===== config.mk =====
export PLATFORM = sky130hd
export DESIGN_NAME = cipher_decrypt_engine
export DESIGN_NICKNAME = d
export VERILOG_FILES = /design/src/rtl/decrypt_pkg.sv /design/src/rtl/key_mod_unit.sv /design/src/rtl/cipher_decrypt_engine.sv
export SDC_FILE = /design/constraint.sdc
export NUM_CORES = 1
export LEC_CHECK = 0
export ABC_CLOCK_PERIOD_IN_PS = 5900
export CORE_MARGIN = 10
export CORE_UTILIZATION = 59
export DETAILED_ROUTE_END_ITERATION = 16
export GPL_ROUTABILITY_DRIVEN = 0
export GPL_TIMING_DRIVEN = 1
export PLACE_DENSITY = 0.85
export SKIP_LAST_GASP = 1
export SYNTH_ARGS = -nofsm -noshare
export SYNTH_HDL_FRONTEND = slang
export SYNTH_SLANG_ARGS = --single-unit

===== constraint.sdc =====
create_clock -name CLK100MHZ -period 5.9 [get_ports CLK100MHZ]
set_clock_uncertainty 0.1 [all_clocks]
set_input_delay 1.18 -clock CLK100MHZ [delete_from_list [all_inputs] [get_ports CLK100MHZ]]
set_output_delay 1.18 -clock CLK100MHZ [all_outputs]
set_load 0.03 [all_outputs]

===== src/rtl/decrypt_pkg.sv =====
// Shared types and defaults for the cipher decrypt engine and its key remainder unit.
package decrypt_pkg;
  localparam int DATA_W_DEF    = 8;
  localparam int ADDR_W_DEF    = 8;
  localparam int NUM_QUARTILES = 4;

  typedef enum logic [2:0] {
    S_IDLE    = 3'd0,
    S_KEYWAIT = 3'd1,
    S_KEYCALC = 3'd2,
    S_READ    = 3'd3,
    S_WAIT    = 3'd4,
    S_WRITE   = 3'd5,
    S_FIN     = 3'd6
  } state_t;
endpackage


===== src/rtl/key_mod_unit.sv =====
// Iterative remainder ekey % mod by repeated subtraction, one subtraction per cycle.
module key_mod_unit
  import decrypt_pkg::*;
#(
  parameter int DATA_W = DATA_W_DEF
) (
  input  logic              clk,
  input  logic              reset,
  input  logic              load,
  input  logic [DATA_W-1:0] ekey,
  input  logic [DATA_W-1:0] mod,
  output logic [DATA_W-1:0] k,
  output logic              k_valid,
  output logic              div0
);

  logic [DATA_W-1:0] r_q, r_d;
  logic [DATA_W-1:0] mod_q, mod_d;
  logic              run_q, run_d;

  assign div0    = (mod == {DATA_W{1'b0}});
  assign k_valid = run_q && (r_q < mod_q);
  assign k       = r_q;

  // Next remainder: load on request, subtract while r >= mod, stop once the remainder is ready
  always_comb begin
    r_d   = r_q;
    mod_d = mod_q;
    run_d = run_q;
    if (load && !div0) begin
      r_d   = ekey;
      mod_d = mod;
      run_d = 1'b1;
    end else if (run_q && (r_q >= mod_q)) begin
      r_d = r_q - mod_q;
    end else begin
      run_d = 1'b0;
    end
  end

  // Remainder state registers
  always_ff @(posedge clk) begin
    if (reset) begin
      r_q   <= {DATA_W{1'b0}};
      mod_q <= {DATA_W{1'b0}};
      run_q <= 1'b0;
    end else begin
      r_q   <= r_d;
      mod_q <= mod_d;
      run_q <= run_d;
    end
  end

endmodule


===== src/rtl/cipher_decrypt_engine.sv =====
// Decrypts cipher BRAM words as pt = ct - (ekey % mod) into the plaintext BRAM.
// Optional display tap enabled by defining DISP_TAP_EN.
module cipher_decrypt_engine
  import decrypt_pkg::*;
#(
  parameter int DATA_W   = DATA_W_DEF,
  parameter int ADDR_W   = ADDR_W_DEF,
  parameter int MAX_LEN  = 30,
  parameter int BRAM_LAT = 1
) (
  input  logic              CLK100MHZ,
  input  logic              reset,
  input  logic              start,
  input  logic [DATA_W-1:0] ekey,
  input  logic [DATA_W-1:0] mod,
  input  logic              key_valid,
  input  logic [ADDR_W-1:0] len,
  output logic              rd_en,
  output logic [ADDR_W-1:0] rd_addr,
  input  logic [DATA_W-1:0] rd_data,
  output logic              wr_en,
  output logic [ADDR_W-1:0] wr_addr,
  output logic [DATA_W-1:0] wr_data,
  output logic              busy,
  output logic              done,
  output logic              err,
  output logic [15:0]       progress,
  output logic [DATA_W-1:0] disp_data,
  output logic              disp_valid
);

  localparam int              BAR_W     = 4 * NUM_QUARTILES;
  localparam logic [BAR_W-1:0] BAR_FULL = {BAR_W{1'b1}};
  localparam logic [BAR_W-1:0] BAR_NONE = {BAR_W{1'b0}};
  localparam logic [ADDR_W-1:0] MAX_LEN_W = ADDR_W'(MAX_LEN);
  localparam logic [ADDR_W-1:0] ONE_A     = ADDR_W'(1);
  localparam logic [1:0]        WAIT_INIT = 2'(BRAM_LAT - 1);

  // Group q lights once 4*n >= q*total; q*total is built by repeated addition.
  function automatic logic [BAR_W-1:0] quart_bar(input logic [ADDR_W-1:0] n,
                                                 input logic [ADDR_W-1:0] total);
    logic [ADDR_W+2:0] lhs;
    logic [ADDR_W+2:0] acc;
    logic [BAR_W-1:0]  bar;
    lhs = {1'b0, n, 2'b00};
    acc = {(ADDR_W+3){1'b0}};
    bar = BAR_NONE;
    for (int q = 0; q < NUM_QUARTILES; q++) begin
      acc = acc + {3'b000, total};
      bar[4*q +: 4] = {4{lhs >= acc}};
    end
    return bar;
  endfunction

  state_t            state_q, state_d;
  logic [ADDR_W-1:0] len_q, len_d;
  logic [ADDR_W-1:0] idx_q, idx_d;
  logic [DATA_W-1:0] k_q, k_d;
  logic [1:0]        wait_q, wait_d;
  logic              rd_en_q, rd_en_d;
  logic [ADDR_W-1:0] rd_addr_q, rd_addr_d;
  logic              wr_en_q, wr_en_d;
  logic [ADDR_W-1:0] wr_addr_q, wr_addr_d;
  logic [DATA_W-1:0] wr_data_q, wr_data_d;
  logic              busy_q, busy_d;
  logic              done_q, done_d;
  logic              err_q, err_d;
  logic [BAR_W-1:0]  progress_q, progress_d;

  logic              km_load_s;
  logic [DATA_W-1:0] km_k_s;
  logic              km_k_valid_s;
  logic              km_div0_s;
  logic [ADDR_W-1:0] idx_next_s;
  logic [ADDR_W-1:0] len_clamp_s;

  assign idx_next_s  = idx_q + ONE_A;
  assign len_clamp_s = (len > MAX_LEN_W) ? MAX_LEN_W : len;

  key_mod_unit #(.DATA_W(DATA_W)) u_key_mod (
    .clk     (CLK100MHZ),
    .reset   (reset),
    .load    (km_load_s),
    .ekey    (ekey),
    .mod     (mod),
    .k       (km_k_s),
    .k_valid (km_k_valid_s),
    .div0    (km_div0_s)
  );

  // Next-state and next-output logic; outputs are set up one cycle ahead so they register cleanly
  always_comb begin
    state_d    = state_q;
    len_d      = len_q;
    idx_d      = idx_q;
    k_d        = k_q;
    wait_d     = wait_q;
    rd_en_d    = 1'b0;
    rd_addr_d  = rd_addr_q;
    wr_en_d    = 1'b0;
    wr_addr_d  = wr_addr_q;
    wr_data_d  = wr_data_q;
    busy_d     = busy_q;
    done_d     = 1'b0;
    err_d      = err_q;
    progress_d = progress_q;
    km_load_s  = 1'b0;
    case (state_q)
      S_IDLE: begin
        if (start) begin
          err_d      = 1'b0;
          progress_d = BAR_NONE;
          len_d      = len_clamp_s;
          idx_d      = {ADDR_W{1'b0}};
          busy_d     = 1'b1;
          state_d    = S_KEYWAIT;
        end else begin
          state_d = S_IDLE;
        end
      end
      S_KEYWAIT: begin
        if (!key_valid) begin
          state_d = S_KEYWAIT;
        end else if (km_div0_s) begin
          err_d   = 1'b1;
          busy_d  = 1'b0;
          done_d  = 1'b1;
          state_d = S_FIN;
        end else begin
          km_load_s = 1'b1;
          state_d   = S_KEYCALC;
        end
      end
      S_KEYCALC: begin
        if (!km_k_valid_s) begin
          state_d = S_KEYCALC;
        end else if (len_q == {ADDR_W{1'b0}}) begin
          k_d        = km_k_s;
          busy_d     = 1'b0;
          done_d     = 1'b1;
          progress_d = BAR_FULL;
          state_d    = S_FIN;
        end else begin
          k_d       = km_k_s;
          rd_en_d   = 1'b1;
          rd_addr_d = idx_q;
          state_d   = S_READ;
        end
      end
      S_READ: begin
        wait_d  = WAIT_INIT;
        state_d = S_WAIT;
      end
      S_WAIT: begin
        // The last WAIT cycle is where rd_data is valid, so the word is captured here
        if (wait_q == 2'd0) begin
          wr_en_d   = 1'b1;
          wr_addr_d = idx_q;
          wr_data_d = rd_data - k_q;
          state_d   = S_WRITE;
        end else begin
          wait_d = wait_q - 2'd1;
        end
      end
      S_WRITE: begin
        idx_d = idx_next_s;
        if (idx_next_s == len_q) begin
          busy_d     = 1'b0;
          done_d     = 1'b1;
          progress_d = BAR_FULL;
          state_d    = S_FIN;
        end else begin
          progress_d = quart_bar(idx_next_s, len_q);
          rd_en_d    = 1'b1;
          rd_addr_d  = idx_next_s;
          state_d    = S_READ;
        end
      end
      S_FIN: begin
        state_d = S_IDLE;
      end
      default: begin
        state_d = S_IDLE;
      end
    endcase
  end

  // State and registered-output update
  always_ff @(posedge CLK100MHZ) begin
    if (reset) begin
      state_q    <= S_IDLE;
      len_q      <= {ADDR_W{1'b0}};
      idx_q      <= {ADDR_W{1'b0}};
      k_q        <= {DATA_W{1'b0}};
      wait_q     <= 2'd0;
      rd_en_q    <= 1'b0;
      rd_addr_q  <= {ADDR_W{1'b0}};
      wr_en_q    <= 1'b0;
      wr_addr_q  <= {ADDR_W{1'b0}};
      wr_data_q  <= {DATA_W{1'b0}};
      busy_q     <= 1'b0;
      done_q     <= 1'b0;
      err_q      <= 1'b0;
      progress_q <= BAR_NONE;
    end else begin
      state_q    <= state_d;
      len_q      <= len_d;
      idx_q      <= idx_d;
      k_q        <= k_d;
      wait_q     <= wait_d;
      rd_en_q    <= rd_en_d;
      rd_addr_q  <= rd_addr_d;
      wr_en_q    <= wr_en_d;
      wr_addr_q  <= wr_addr_d;
      wr_data_q  <= wr_data_d;
      busy_q     <= busy_d;
      done_q     <= done_d;
      err_q      <= err_d;
      progress_q <= progress_d;
    end
  end

  assign rd_en    = rd_en_q;
  assign rd_addr  = rd_addr_q;
  assign wr_en    = wr_en_q;
  assign wr_addr  = wr_addr_q;
  assign wr_data  = wr_data_q;
  assign busy     = busy_q;
  assign done     = done_q;
  assign err      = err_q;
  assign progress = progress_q;

`ifdef DISP_TAP_EN
  logic [DATA_W-1:0] disp_data_q, disp_data_d;
  logic              disp_valid_q, disp_valid_d;

  // Display tap mirrors each plaintext write
  always_comb begin
    disp_valid_d = wr_en_d;
    if (wr_en_d) begin
      disp_data_d = wr_data_d;
    end else begin
      disp_data_d = disp_data_q;
    end
  end

  // Display tap registers
  always_ff @(posedge CLK100MHZ) begin
    if (reset) begin
      disp_data_q  <= {DATA_W{1'b0}};
      disp_valid_q <= 1'b0;
    end else begin
      disp_data_q  <= disp_data_d;
      disp_valid_q <= disp_valid_d;
    end
  end

  assign disp_data  = disp_data_q;
  assign disp_valid = disp_valid_q;
`else
  assign disp_data  = {DATA_W{1'b0}};
  assign disp_valid = 1'b0;
`endif

endmodule


==> results of run 1 <==
power breakdown:
part	internal (W)	total [W]	switching [W]
registers	0.000558	0.000592	0.0000345
clock network	0.000206	0.000414	0.000209
logic	0.000226	0.000515	0.000288
total	0.000990	0.00152	0.000532
cell usage after synthesis, types with 16 or more instances:
cell type and n:
clkbuf_1 22, nor2_1 93, ha_1 68, xnor2_1 23, a211oi_1 16, a21oi_1 53
mux2i_1 18, buf_4 21, nand2_1 63, dfxtp_1 79, inv_1 41, o21ai_0 30
kinds of logic (layout without fill, tap and decap cells):
logic type | Yosys count | in the layout
flip-flops | 79 | 79
AND/OR/NAND/NOR | 242 | 242
adder cells (fa/ha/maj) | 71 | 71
buffers and inverters | 91 | 139
XOR/XNOR | 43 | 43
AO/OA/AOI/OAI | 155 | 155
multiplexers | 19 | 19
other | 1 | 9
state kept, by name (all words and copies together), names as in the netlist, 2 cells and up:
signal / flops
u_key_mod.mod_q: 8
len_q: 8
wait_q: 2
wr_addr: 8
progress: 4
rd_addr: 8
state_q: 3
wr_data: 8
idx_q: 8
k_q: 8
u_key_mod.k: 8
critical path, stage by stage (launching register included):
cell	delay, ns
dfxtp_1	0.50
inv_1	0.17
ha_1	0.38
and3_1	0.17
a211oi_1	0.36
xnor2_1	0.22
ha_1	0.31
a21oi_1	0.24
or4b_1	0.47
a31oi_1	0.18
nor2_1	0.07
xor2_1	0.16
ha_1	0.30
o2111ai_1	0.10
a21oi_1	0.06
or3_1	0.33
o31ai_1	0.08
a31oi_1	0.11
area by class of cell:
cell class / instances / area (sq um)
sequential: 79 / 1580
multi-input combinational: 539 / 3680
clock inverter: 5 / 57.6
clock buffer: 10 / 138
fill: 742 / 2700
tap: 129 / 161
timing repair buffer: 82 / 811
inverter: 42 / 158
per-layer routing:
layer | share of wire | routed length (um) | GRT usage
met1 | 0.43 | 6180 | 0.239
met2 | 0.47 | 6730 | 0.336
met3 | 0.091 | 1320 | 0.0585
met4 | 0.014 | 202 | 0.0526
met5 | 0 | 0 | 0
through the flow:
| stage | cell area [sq um] | total power [W] | cells |
|---|---|---|---|
| 6_report | 6590 | 0.00152 | 886 |
| 5_1_grt | 6590 | 0.00159 | 886 |
| 4_1_cts | 6590 | 0.00151 | 886 |
| 3_5_place_dp | 6390 | 0.00111 | 871 |
| 3_3_place_gp | 6390 | 0.00108 | 871 |
| 2_1_floorplan | 5700 | 0.000977 | 709 |
worst max-delay path by stage:
stage / start / end / slack (ns)
6_report: len_q[2]$_SDFFE_PP0P_ / progress[14]$_SDFFE_PP0P_ / 1.45
3_3_place_gp: len_q[2]$_SDFFE_PP0P_ / progress[14]$_SDFFE_PP0P_ / 1.73
5_1_grt: len_q[2]$_SDFFE_PP0P_ / progress[14]$_SDFFE_PP0P_ / 1.12
2_1_floorplan: len_q[2]$_SDFFE_PP0P_ / progress[14]$_SDFFE_PP0P_ / 1.94
3_5_place_dp: len_q[2]$_SDFFE_PP0P_ / progress[14]$_SDFFE_PP0P_ / 1.52
4_1_cts: len_q[2]$_SDFFE_PP0P_ / progress[14]$_SDFFE_PP0P_ / 1.49
==> out/qor.log, run 1 <==
[yosys] top cell type's share of synthesized area 0.279
[yosys] number of flip-flops and latches in the synthesized netlist 79
[clocking] TritonCTS clock tree yes
[place] number of port buffers 80
[hold_path] Worst Hold Class register to register
[cells_and_area] final-stage net count 860
[setup_path] Setup CP Type register to register
[cells_and_area] most common library cell in the layout ignoring fill and taps nor2_1
[yosys] number of distinct library cells after synthesis 59
[global_route] first-pass GRT wire length 23.7 mm
[clocking] buffers inserted by post-CTS timing repair 0
[sta] setup violators final 0
[yosys] area share of fa/ha/maj cells after synthesis 0.161
[hold_path] worst hold path startpoint wr_addr[2]$_SDFFE_PP0P_
[sta] Final Max Tran Viols 0
[global_route] pin count of the biggest net entering global routing 77
[cells_and_area] final standard cell utilization of the core 0.709
[setup_path] kind of capture point of the worst setup path register
[route] via density per instance 5.78
[sta] worst path setup slack after routing 1.45 ns
[sta] final critical delay including setup and external delays 4.45 ns
[setup_path] arrival time of data at the critical path endpoint 4.58 ns
[route] post-detailed-route wirelength per cell 16.3 um
[route] detailed-route DRC error count 0
[outcome] status complete, no violations
[die] Core Region 9280 sq um
[cells_and_area] Antenna Diode Count 0
[setup_path] number of cell instances on the worst register-to-register path 17
[die] initial core utilization 0.611
[yosys] share of synthesized area occupied by flip-flops and latches 0.279
[sta] setup total negative slack 0 ns
[route] Vias 5117
[pwr] maximum resistive drop on vdd 0.000138 V
[yosys] Simple-Gate Fraction of Synth Area 0.201
[clocking] insertion delay of the later-clocked pin in the worst-skew pair 0.36 ns
[sta] transition at the pin with the smallest max-transition slack 0.765 ns
[sta] Slew HR 0.490
[route] number of routed nets with antenna violations 0
[yosys] asr flop ratio synth 0
[setup_path] critical path fanouts, max 7
[pwr] power density over cell area 231 nW/um^2
[cells_and_area] Area Overhead vs Synth 16.2%
[die] placement row count 35
[setup_path] reg-to-reg critical path endpoint progress[14]$_SDFFE_PP0P_
[yosys] dominant combinational cell family by area after synthesis simple AND/OR/NAND/NOR gates
[yosys] synthesized-area fraction occupied by ao, oa, aoi and oai cells 0.170
[yosys] multiplexer share of the synthesized area 0.0338
[yosys] post-synth top area cell dfxtp_1
[die] io pins 90
[setup_path] launch instance of the worst register-to-register path len_q[2]$_SDFFE_PP0P_
[clocking] clock buffer count from CTS 9
[sta] Peak Freq 225 MHz
[yosys] parity-gate share of the synthesized area counting xor and xnor cells 0.0774
[yosys] Post-synth EDFFs 0
[die] height of the die 118 um
[yosys] average instance area after synthesis 8.09 sq um
[sta] setup repair after global routing missed its margin no
[clocking] number of buffers inserted by hold repair at cts 0
[route] routed wire length 14.4 mm
[cells_and_area] ratio of cells with drive above 1 in the final layout 0.0343
[clocking] CTS Root Buffer Type clkbuf_8
[clocking] clock-pin slew on the worst setup and hold paths 0.08 ns
[global_route] GRT Residual Overflow 0
[clocking] clock buffer depth 2
[yosys] Area contributors post-synth dfxtp_1, ha_1, nor2_1
[yosys] synthesized instance count 701
[clocking] number of resized instances in the post-cts repair step 0
[global_route] antenna violations before repair 0
[hold_path] Hold Crit Endpoint wr_addr[2]$_SDFFE_PP0P_
[die] overall die area 13900 sq um
[route] initial detailed-routing violation count 322
[job] number of max-capacitance violations reported 0
[cells_and_area] leading cell types in the layout, fill and taps excluded nor2_1, dfxtp_1, clkdlybuf4s50_1, ha_1, nand2_1
[place] post-DP HPWL 11.1 mm
[global_route] via count of the first global-routing pass 5044
[yosys] number of warnings issued by yosys 0
[setup_path] Worst setup SP type register
[pwr] Static Leak 2.78 nW
[sta] Worst Hold Margin 0.357 ns
[yosys] cell area after technology mapping 5670 sq um
[place] worst setup slack before clock tree synthesis 1.52 ns
[die] die width 118 um
[setup_path] flop2flop setup slack 1.45 ns
[global_route] global-route usage over all layers 0.199
[sta] final hold vios 0
[route] detailed-routing iteration count for the pre-antenna-repair pass 6
[setup_path] worst endpoint required time 6.02 ns
[hold_path] number of cells on the worst hold path 2
[sta] post-route clock period utilization 0.755
[yosys] main flop type after synthesis dfxtp_1
[clocking] number of H-tree levels 3
[clocking] total clock sinks 79
No activity file was read; power rests on OpenSTA's default activity.
==> inputs of run 2 (changes only) <==
Settings changed: ABC_CLOCK_PERIOD_IN_PS 5900 to 4100, CORE_UTILIZATION 59 to 55, PLACE_DENSITY 0.85 to 0.8.
Clock period 5.9 ns to 4.1 ns, I/O delays scaled along.
==> run 2 against run 1 <==
  * Cell area increased by 3.5%
  * Die area increased by 6.0%
  * Sequential share of layout area decreased by 0.67 points
  * Critical path depth increased by 1
  * Setup slack got worse by 1.4 ns
  * Clock-buffer cell count unchanged
  * Critical path type unchanged
  * Highest routed layer unchanged
==> out/qor.log, run 2 (synthesized netlist as in run 1, its figures left out) <==
[cells_and_area] final-layout fill cell count 844
[global_route] GRT Residual Overflow 0
[cells_and_area] Antenna Diode Count 0
[sta] Slew HR 0.487
[clocking] insertion delay of the later-clocked pin in the worst-skew pair 0.35 ns
[global_route] global route hottest layer met2
[sta] Worst Hold Margin 0.361 ns
[setup_path] critical path fanouts, max 6
[clocking] total clock sinks 79
[setup_path] Setup CP Type register to register
[sta] post-route clock period utilization 0.985
[setup_path] cell type of the slowest stage on the worst timing path or4b_4
[cells_and_area] Area Overhead vs Synth 20.3%
[route] post-detailed-route wirelength per cell 15.9 um
[setup_path] dominant delay contributor by cell family on the critical path compound AO/OA/AOI/OAI gates
[sta] Final Max Tran Viols 0
[clocking] TritonCTS clock tree yes
[global_route] pin count of the biggest net entering global routing 37
[cells_and_area] final-stage net count 877
[cells_and_area] most common library cell in the layout ignoring fill and taps nor2_1
[cells_and_area] leading cell types in the layout, fill and taps excluded nor2_1, clkdlybuf4s50_1, dfxtp_1, ha_1, nand2_1
[setup_path] arrival time of data at the critical path endpoint 4.15 ns
[die] die width 122 um
[route] routed wire length 14.5 mm
[route] detailed-routing iteration count for the pre-antenna-repair pass 5
[route] Vias 5129
[global_route] met1 track utilization from global routing 0.237
[setup_path] Worst setup SP type register
[cells_and_area] ratio of cells with drive above 1 in the final layout 0.0813
[global_route] first-pass GRT wire length 23.1 mm
[setup_path] kind of capture point of the worst setup path register
[global_route] GR Layer Usage met2 0.313
[pwr] power density over cell area 322 nW/um^2
[clocking] number of H-tree levels 3
[place] post-DP HPWL 11.2 mm
[die] overall die area 14800 sq um
[setup_path] ordered list of cells on the worst path buf_6 -> ha_4 -> inv_2 -> a21o_1 -> a211oi_2 -> xnor2_1 -> ha_1 -> a21oi_2 -> or4b_4 -> a31oi_1 -> nor2_1 -> xor2_1 -> ha_1 -> o21ai_1 -> a21oi_1 -> or3_1 -> o31ai_2 -> a31oi_1
[route] initial detailed-routing violation count 464
[sta] Peak Freq 247 MHz
[job] number of max-capacitance violations reported 0
[global_route] global-route usage over all layers 0.188
[pwr] Static Leak 2.86 nW
[sta] final hold vios 0
[setup_path] buffer and inverter count on the worst path 2
[global_route] via count of the first global-routing pass 5032
[global_route] antenna violations before repair 0
[die] placement row count 37
[global_route] GR met3 Demand/Resource 0.0472
[sta] transition at the pin with the smallest max-transition slack 0.770 ns
[pwr] post-layout total power 0.00220 W
[route] detailed-route DRC error count 0
[outcome] status complete, no violations
[clocking] clock buffer depth 2
[die] Core Region 10200 sq um
[clocking] clock-pin slew on the worst setup and hold paths 0.09 ns
[route] via density per instance 5.63
[die] height of the die 122 um
[setup_path] Max stage delay on crit path 0.47 ns
[clocking] clock buffer count from CTS 9
[route] number of routed nets with antenna violations 0
[hold_path] Worst Hold Class register to register
[place] number of port buffers 80
[die] initial core utilization 0.557
[pwr] maximum resistive drop on vdd 0.000169 V
[clocking] CTS Root Buffer Type clkbuf_8
[clocking] number of buffers inserted by hold repair at cts 0
[sta] setup repair after global routing missed its margin yes
[die] io pins 90
[sta] final critical delay including setup and external delays 4.04 ns
[setup_path] worst endpoint required time 4.21 ns
[sta] setup violators final 0
## run 2: repair_timing
item	4_1_cts	5_1_grt
pin swaps	0	16
resized for setup	1	23
hold endpoints to repair	0	0
setup buffers	0	6
setup endpoints to repair	1	1
## run 2: worst reg2reg max path, stage by stage, from the launching register on
cell and delay [ns]:
dfxtp_2 0.34, buf_6 0.13, ha_4 0.26, inv_2 0.02, a21o_1 0.20, a211oi_2 0.30, xnor2_1 0.14, ha_1 0.35
a21oi_2 0.18, or4b_4 0.47, a31oi_1 0.15, nor2_1 0.07, xor2_1 0.16, ha_1 0.34, o21ai_1 0.10, a21oi_1 0.05
or3_1 0.38, o31ai_2 0.07, a31oi_1 0.11
## run 2: worst paths after layout
check,start,endpoint,slack (ns),cells after the start
worst max-delay path,len_q[2]$_SDFFE_PP0P_,progress[14]$_SDFFE_PP0P_,0.06,18
worst min-delay path,u_key_mod.mod_q[2]$_SDFFE_PP0P_,u_key_mod.mod_q[2]$_SDFFE_PP0P_,0.36,2
worst max register to register,len_q[2]$_SDFFE_PP0P_,progress[14]$_SDFFE_PP0P_,0.06,18
worst min register to register,u_key_mod.mod_q[2]$_SDFFE_PP0P_,u_key_mod.mod_q[2]$_SDFFE_PP0P_,0.36,2
## run 2: routing by layer
layer  wire (um)  share of wire
met2        6700           0.46
met4         256          0.018
met5           0              0
met3        1230          0.085
met1        6280           0.43
## run 2: cell type report
| class | instances | area (sq um) | share of cell area |
|---|---|---|---|
| tap | 136 | 170 | 0.0250 |
| inverter | 42 | 158 | 0.0231 |
| clock inverter | 6 | 51.3 | 0.00752 |
| sequential | 79 | 1590 | 0.233 |
| clock buffer | 10 | 138 | 0.0202 |
| multi-input combinational | 539 | 3770 | 0.553 |
| timing repair buffer | 99 | 942 | 0.138 |
## run 2: stage by stage
step | setup slack [ns] | utilization | instance area (sq um) | std cells | setup TNS [ns]
after floorplan | 0.143 | - | 5700 | 709 | 0
after global placement | 0.111 | 0.636 | 6480 | 889 | 0
after detailed placement | -0.0542 | 0.636 | 6480 | 889 | -0.0542
after CTS | 0.00857 | 0.656 | 6680 | 905 | 0
after global routing | -0.0854 | 0.670 | 6820 | 911 | -0.0854
final | 0.0595 | 0.670 | 6820 | 911 | 0
## run 2: power by group
| part | leakage [nW] | switching, W | internal, W |
|---|---|---|---|
| Combinational | 2.13 | 0.000432 | 0.000360 |
| Sequential | 0.642 | 0.0000453 | 0.000804 |
| Clock | 0.0870 | 0.000312 | 0.000244 |
==> inputs of run 3 (changes only) <==
Settings changed: PLACE_DENSITY 0.8 to 0.79, SYNTH_HIERARCHICAL set to 1.
==> run 3 against run 2 <==
  * Clock-buffer cell count rose by 1
  * Sequential cell count did not move
  * Clock power fell by 5.9%
  * Sequential share of layout area rose by 0.068 points
  * Utilization fell by 0.85 points
  * Cell count rose by 2.0%
  * Synthesized cell count rose by 4.4%
  * Total power fell by 12%
==> out/qor.log, run 3 <==
[sta] Slew HR 0.516
[die] Core Region 10300 sq um
[place] number of port buffers 80
[route] detailed-routing iteration count for the pre-antenna-repair pass 5
[global_route] first-pass GRT wire length 25.1 mm
[cells_and_area] final standard cell utilization of the core 0.661
[pwr] Static Leak 2.70 nW
[die] die width 123 um
[setup_path] flop2flop setup slack 0.19 ns
[clocking] number of buffers inserted by hold repair at cts 0
[yosys] number of distinct library cells after synthesis 73
[yosys] share of synthesized area occupied by flip-flops and latches 0.273
[pwr] post-layout total power 0.00192 W
[setup_path] depth of the critical timing path with buffers and inverters included 20
[cells_and_area] Area Overhead vs Synth 17.2%
[sta] final critical delay including setup and external delays 3.91 ns
[yosys] Post-synth EDFFs 0
[route] routed wire length 15.6 mm
[yosys] number of flip-flops and latches in the synthesized netlist 79
[clocking] CTS Root Buffer Type clkbuf_8
[setup_path] ordered list of cells on the worst path ha_1 -> inv_1 -> fa_2 -> nor2b_1 -> o21a_1 -> o21ai_0 -> nand2_1 -> a21o_1 -> xor2_1 -> ha_1 -> nor2_1 -> nor2_1 -> o41a_1 -> xnor2_1 -> ha_1 -> o211ai_1 -> nor3_2 -> nor2_1 -> a32o_1 -> a311oi_2
[place] cell area after placement 6540 sq um
[job] number of max-capacitance violations reported 0
[setup_path] critical path fanouts, max 8
[sta] Peak Freq 256 MHz
[place] worst setup slack before clock tree synthesis 0.0533 ns
[die] overall die area 15000 sq um
[cells_and_area] area of all sequential standard cells 1590 sq um
[cells_and_area] final-layout fill cell count 902
[yosys] Area contributors post-synth dfxtp_1, ha_1, nand2_1
[yosys] asr flop ratio synth 0
[route] detailed-route DRC error count 0
[clocking] TritonCTS clock tree yes
[sta] transition at the pin with the smallest max-transition slack 0.724 ns
[yosys] number of warnings issued by yosys 6
[route] post-detailed-route wirelength per cell 16.7 um
[pwr] power density over cell area 283 nW/um^2
[setup_path] cell type of the slowest stage on the worst timing path dfxtp_4
[cells_and_area] Multi-input gate area 3830 sq um
[yosys] average instance area after synthesis 7.92 sq um
[setup_path] worst endpoint required time 4.30 ns
[setup_path] arrival time of data at the critical path endpoint 4.11 ns
[sta] post-route clock period utilization 0.954
[die] initial core utilization 0.564
[global_route] global-route usage over all layers 0.203
[die] placement row count 37
[place] post-DP HPWL 12.0 mm
[die] io pins 90
[setup_path] Worst setup SP type register
[clocking] clock buffer count from CTS 9
[die] height of the die 123 um
[global_route] GRT Residual Overflow 0
[cells_and_area] Antenna Diode Count 0
[yosys] post-synth top area cell dfxtp_1
[pwr] maximum resistive drop on vdd 0.000175 V
[global_route] antenna violations before repair 0
[yosys] most numerous cell types in the synthesized netlist nand2_1, dfxtp_1, ha_1
[yosys] top cell type's share of synthesized area 0.273
[sta] final hold vios 0
[setup_path] reg-to-reg critical path endpoint progress[14]$_SDFFE_PP0P_
[route] via density per instance 5.88
[setup_path] launch instance of the worst register-to-register path len_q[0]$_SDFFE_PP0P_
[cells_and_area] most common library cell in the layout ignoring fill and taps nand2_1
[clocking] total clock sinks 79
[setup_path] Setup CP Type register to register
[route] Vias 5460
[sta] worst path setup slack after routing 0.189 ns
[route] number of routed nets with antenna violations 0
[cells_and_area] ratio of cells with drive above 1 in the final layout 0.0681
[sta] setup total negative slack 0 ns
[clocking] clock-pin slew on the worst setup and hold paths 0.09 ns
[outcome] status complete, no violations
[yosys] cell area after technology mapping 5800 sq um
[clocking] insertion delay of the later-clocked pin in the worst-skew pair 0.38 ns
[setup_path] kind of capture point of the worst setup path register
[cells_and_area] final-stage net count 894
[sta] setup violators final 0
[hold_path] Worst Hold Class register to register
[sta] Final Max Tran Viols 0
[yosys] main flop type after synthesis dfxtp_1
[setup_path] number of cell instances on the worst register-to-register path 20
[yosys] synthesized instance count 732
[cells_and_area] final cell area excluding filler cells 6790 sq um
[clocking] number of H-tree levels 3
[setup_path] Max stage delay on crit path 0.38 ns
[clocking] clock buffer depth 2
[setup_path] dominant delay contributor by cell family on the critical path compound AO/OA/AOI/OAI gates
[yosys] most frequent cell after synthesis nand2_1
[cells_and_area] leading cell types in the layout, fill and taps excluded nand2_1, clkdlybuf4s50_1, dfxtp_1, ha_1, a21oi_1
[global_route] pin count of the biggest net entering global routing 67
[setup_path] timing startpoint of the critical path len_q[0]$_SDFFE_PP0P_
[setup_path] CP endpoint progress[14]$_SDFFE_PP0P_
[route] initial detailed-routing violation count 456
[setup_path] buffer and inverter count on the worst path 1
[global_route] via count of the first global-routing pass 5183
==> run 3: cell types whose count changed after synthesis, sizes merged, moves of 7 or more <==
| cell | delta |
|---|---|
| nand2 | +36 |
| nor2 | -32 |
| a21oi | +10 |
| inv | +9 |
| nor3 | +7 |
| nand3 | +9 |
| o211ai | +9 |
| mux2i | -10 |
==> run 3: stage by stage <==
stage,instances,hold WS (ns)
floorplan,740,0.336
global placement,912,0.342
detailed placement,912,0.346
CTS,928,0.358
global route,929,0.381
finish,929,0.355
==> run 3: cell families after synthesis <==
group,after synthesis,share of synthesized area
AND/OR/NAND/NOR,253,0.203
other,1,0.000647
multiplexers,10,0.0190
XOR/XNOR,35,0.0566
buffers and inverters,101,0.0835
AO/OA/AOI/OAI,183,0.209
adder cells (fa/ha/maj),70,0.155
flip-flops,79,0.273
==> run 3: what timing repair did <==
item,in CTS,in global routing
gates resized for setup,0,17
setup endpoints to repair,0,1
buffers inserted,0,1
==> run 3: how the worst min path moves through the flow <==
| stage | start | to | slack [ns] | cells after the start |
|---|---|---|---|---|
| 2_1_floorplan | k_q[2]$_SDFFE_PP0P_ | k_q[2]$_SDFFE_PP0P_ | 0.34 | 2 |
| 3_3_place_gp | wr_data[3]$_SDFFE_PP0P_ | wr_data[3]$_SDFFE_PP0P_ | 0.34 | 2 |
| 3_5_place_dp | wr_addr[4]$_SDFFE_PP0P_ | wr_addr[4]$_SDFFE_PP0P_ | 0.35 | 2 |
| 4_1_cts | wr_addr[4]$_SDFFE_PP0P_ | wr_addr[4]$_SDFFE_PP0P_ | 0.36 | 2 |
| 5_1_grt | wr_data[3]$_SDFFE_PP0P_ | wr_data[3]$_SDFFE_PP0P_ | 0.38 | 2 |
| 6_report | wr_addr[4]$_SDFFE_PP0P_ | wr_addr[4]$_SDFFE_PP0P_ | 0.36 | 2 |
==> run 3: layer usage <==
metal | up-vias | wire, um | GRT usage
li1 | 2662 | - | -
met1 | 2541 | 6710 | 0.255
met2 | 221 | 7210 | 0.333
met3 | 36 | 1300 | 0.0487
met4 | 0 | 334 | 0.0692
met5 | - | 0 | 0
==> run 3: final cells by class <==
| cell class | count | area share |
|---|---|---|
| clock inverters | 5 | 0.00497 |
| clock buffers | 11 | 0.0193 |
| flip-flops and latches | 79 | 0.234 |
| well taps | 136 | 0.0250 |
| repair buffers | 87 | 0.125 |
| inverters | 51 | 0.0282 |
| multi-input cells | 560 | 0.564 |
==> run 3: power by group <==
group	total [W]	leakage, nW	internal [W]	switching, W
logic	0.000583	1.98	0.000244	0.000339
registers	0.000816	0.641	0.000790	0.0000265
clock network	0.000523	0.0797	0.000220	0.000303
total	0.00192	2.70	0.00125	0.000668
==> run 3: worst reg2reg max path: stages (launching register included) <==
cell and delay, ns:
dfxtp_4 0.38, ha_1 0.21, inv_1 0.08, fa_2 0.21, nor2b_1 0.06, o21a_1 0.18, o21ai_0 0.23, nand2_1 0.08
a21o_1 0.21, xor2_1 0.15, ha_1 0.35, nor2_1 0.06, nor2_1 0.15, o41a_1 0.23, xnor2_1 0.09, ha_1 0.31
o211ai_1 0.12, nor3_2 0.13, nor2_1 0.06, a32o_1 0.22, a311oi_2 0.23
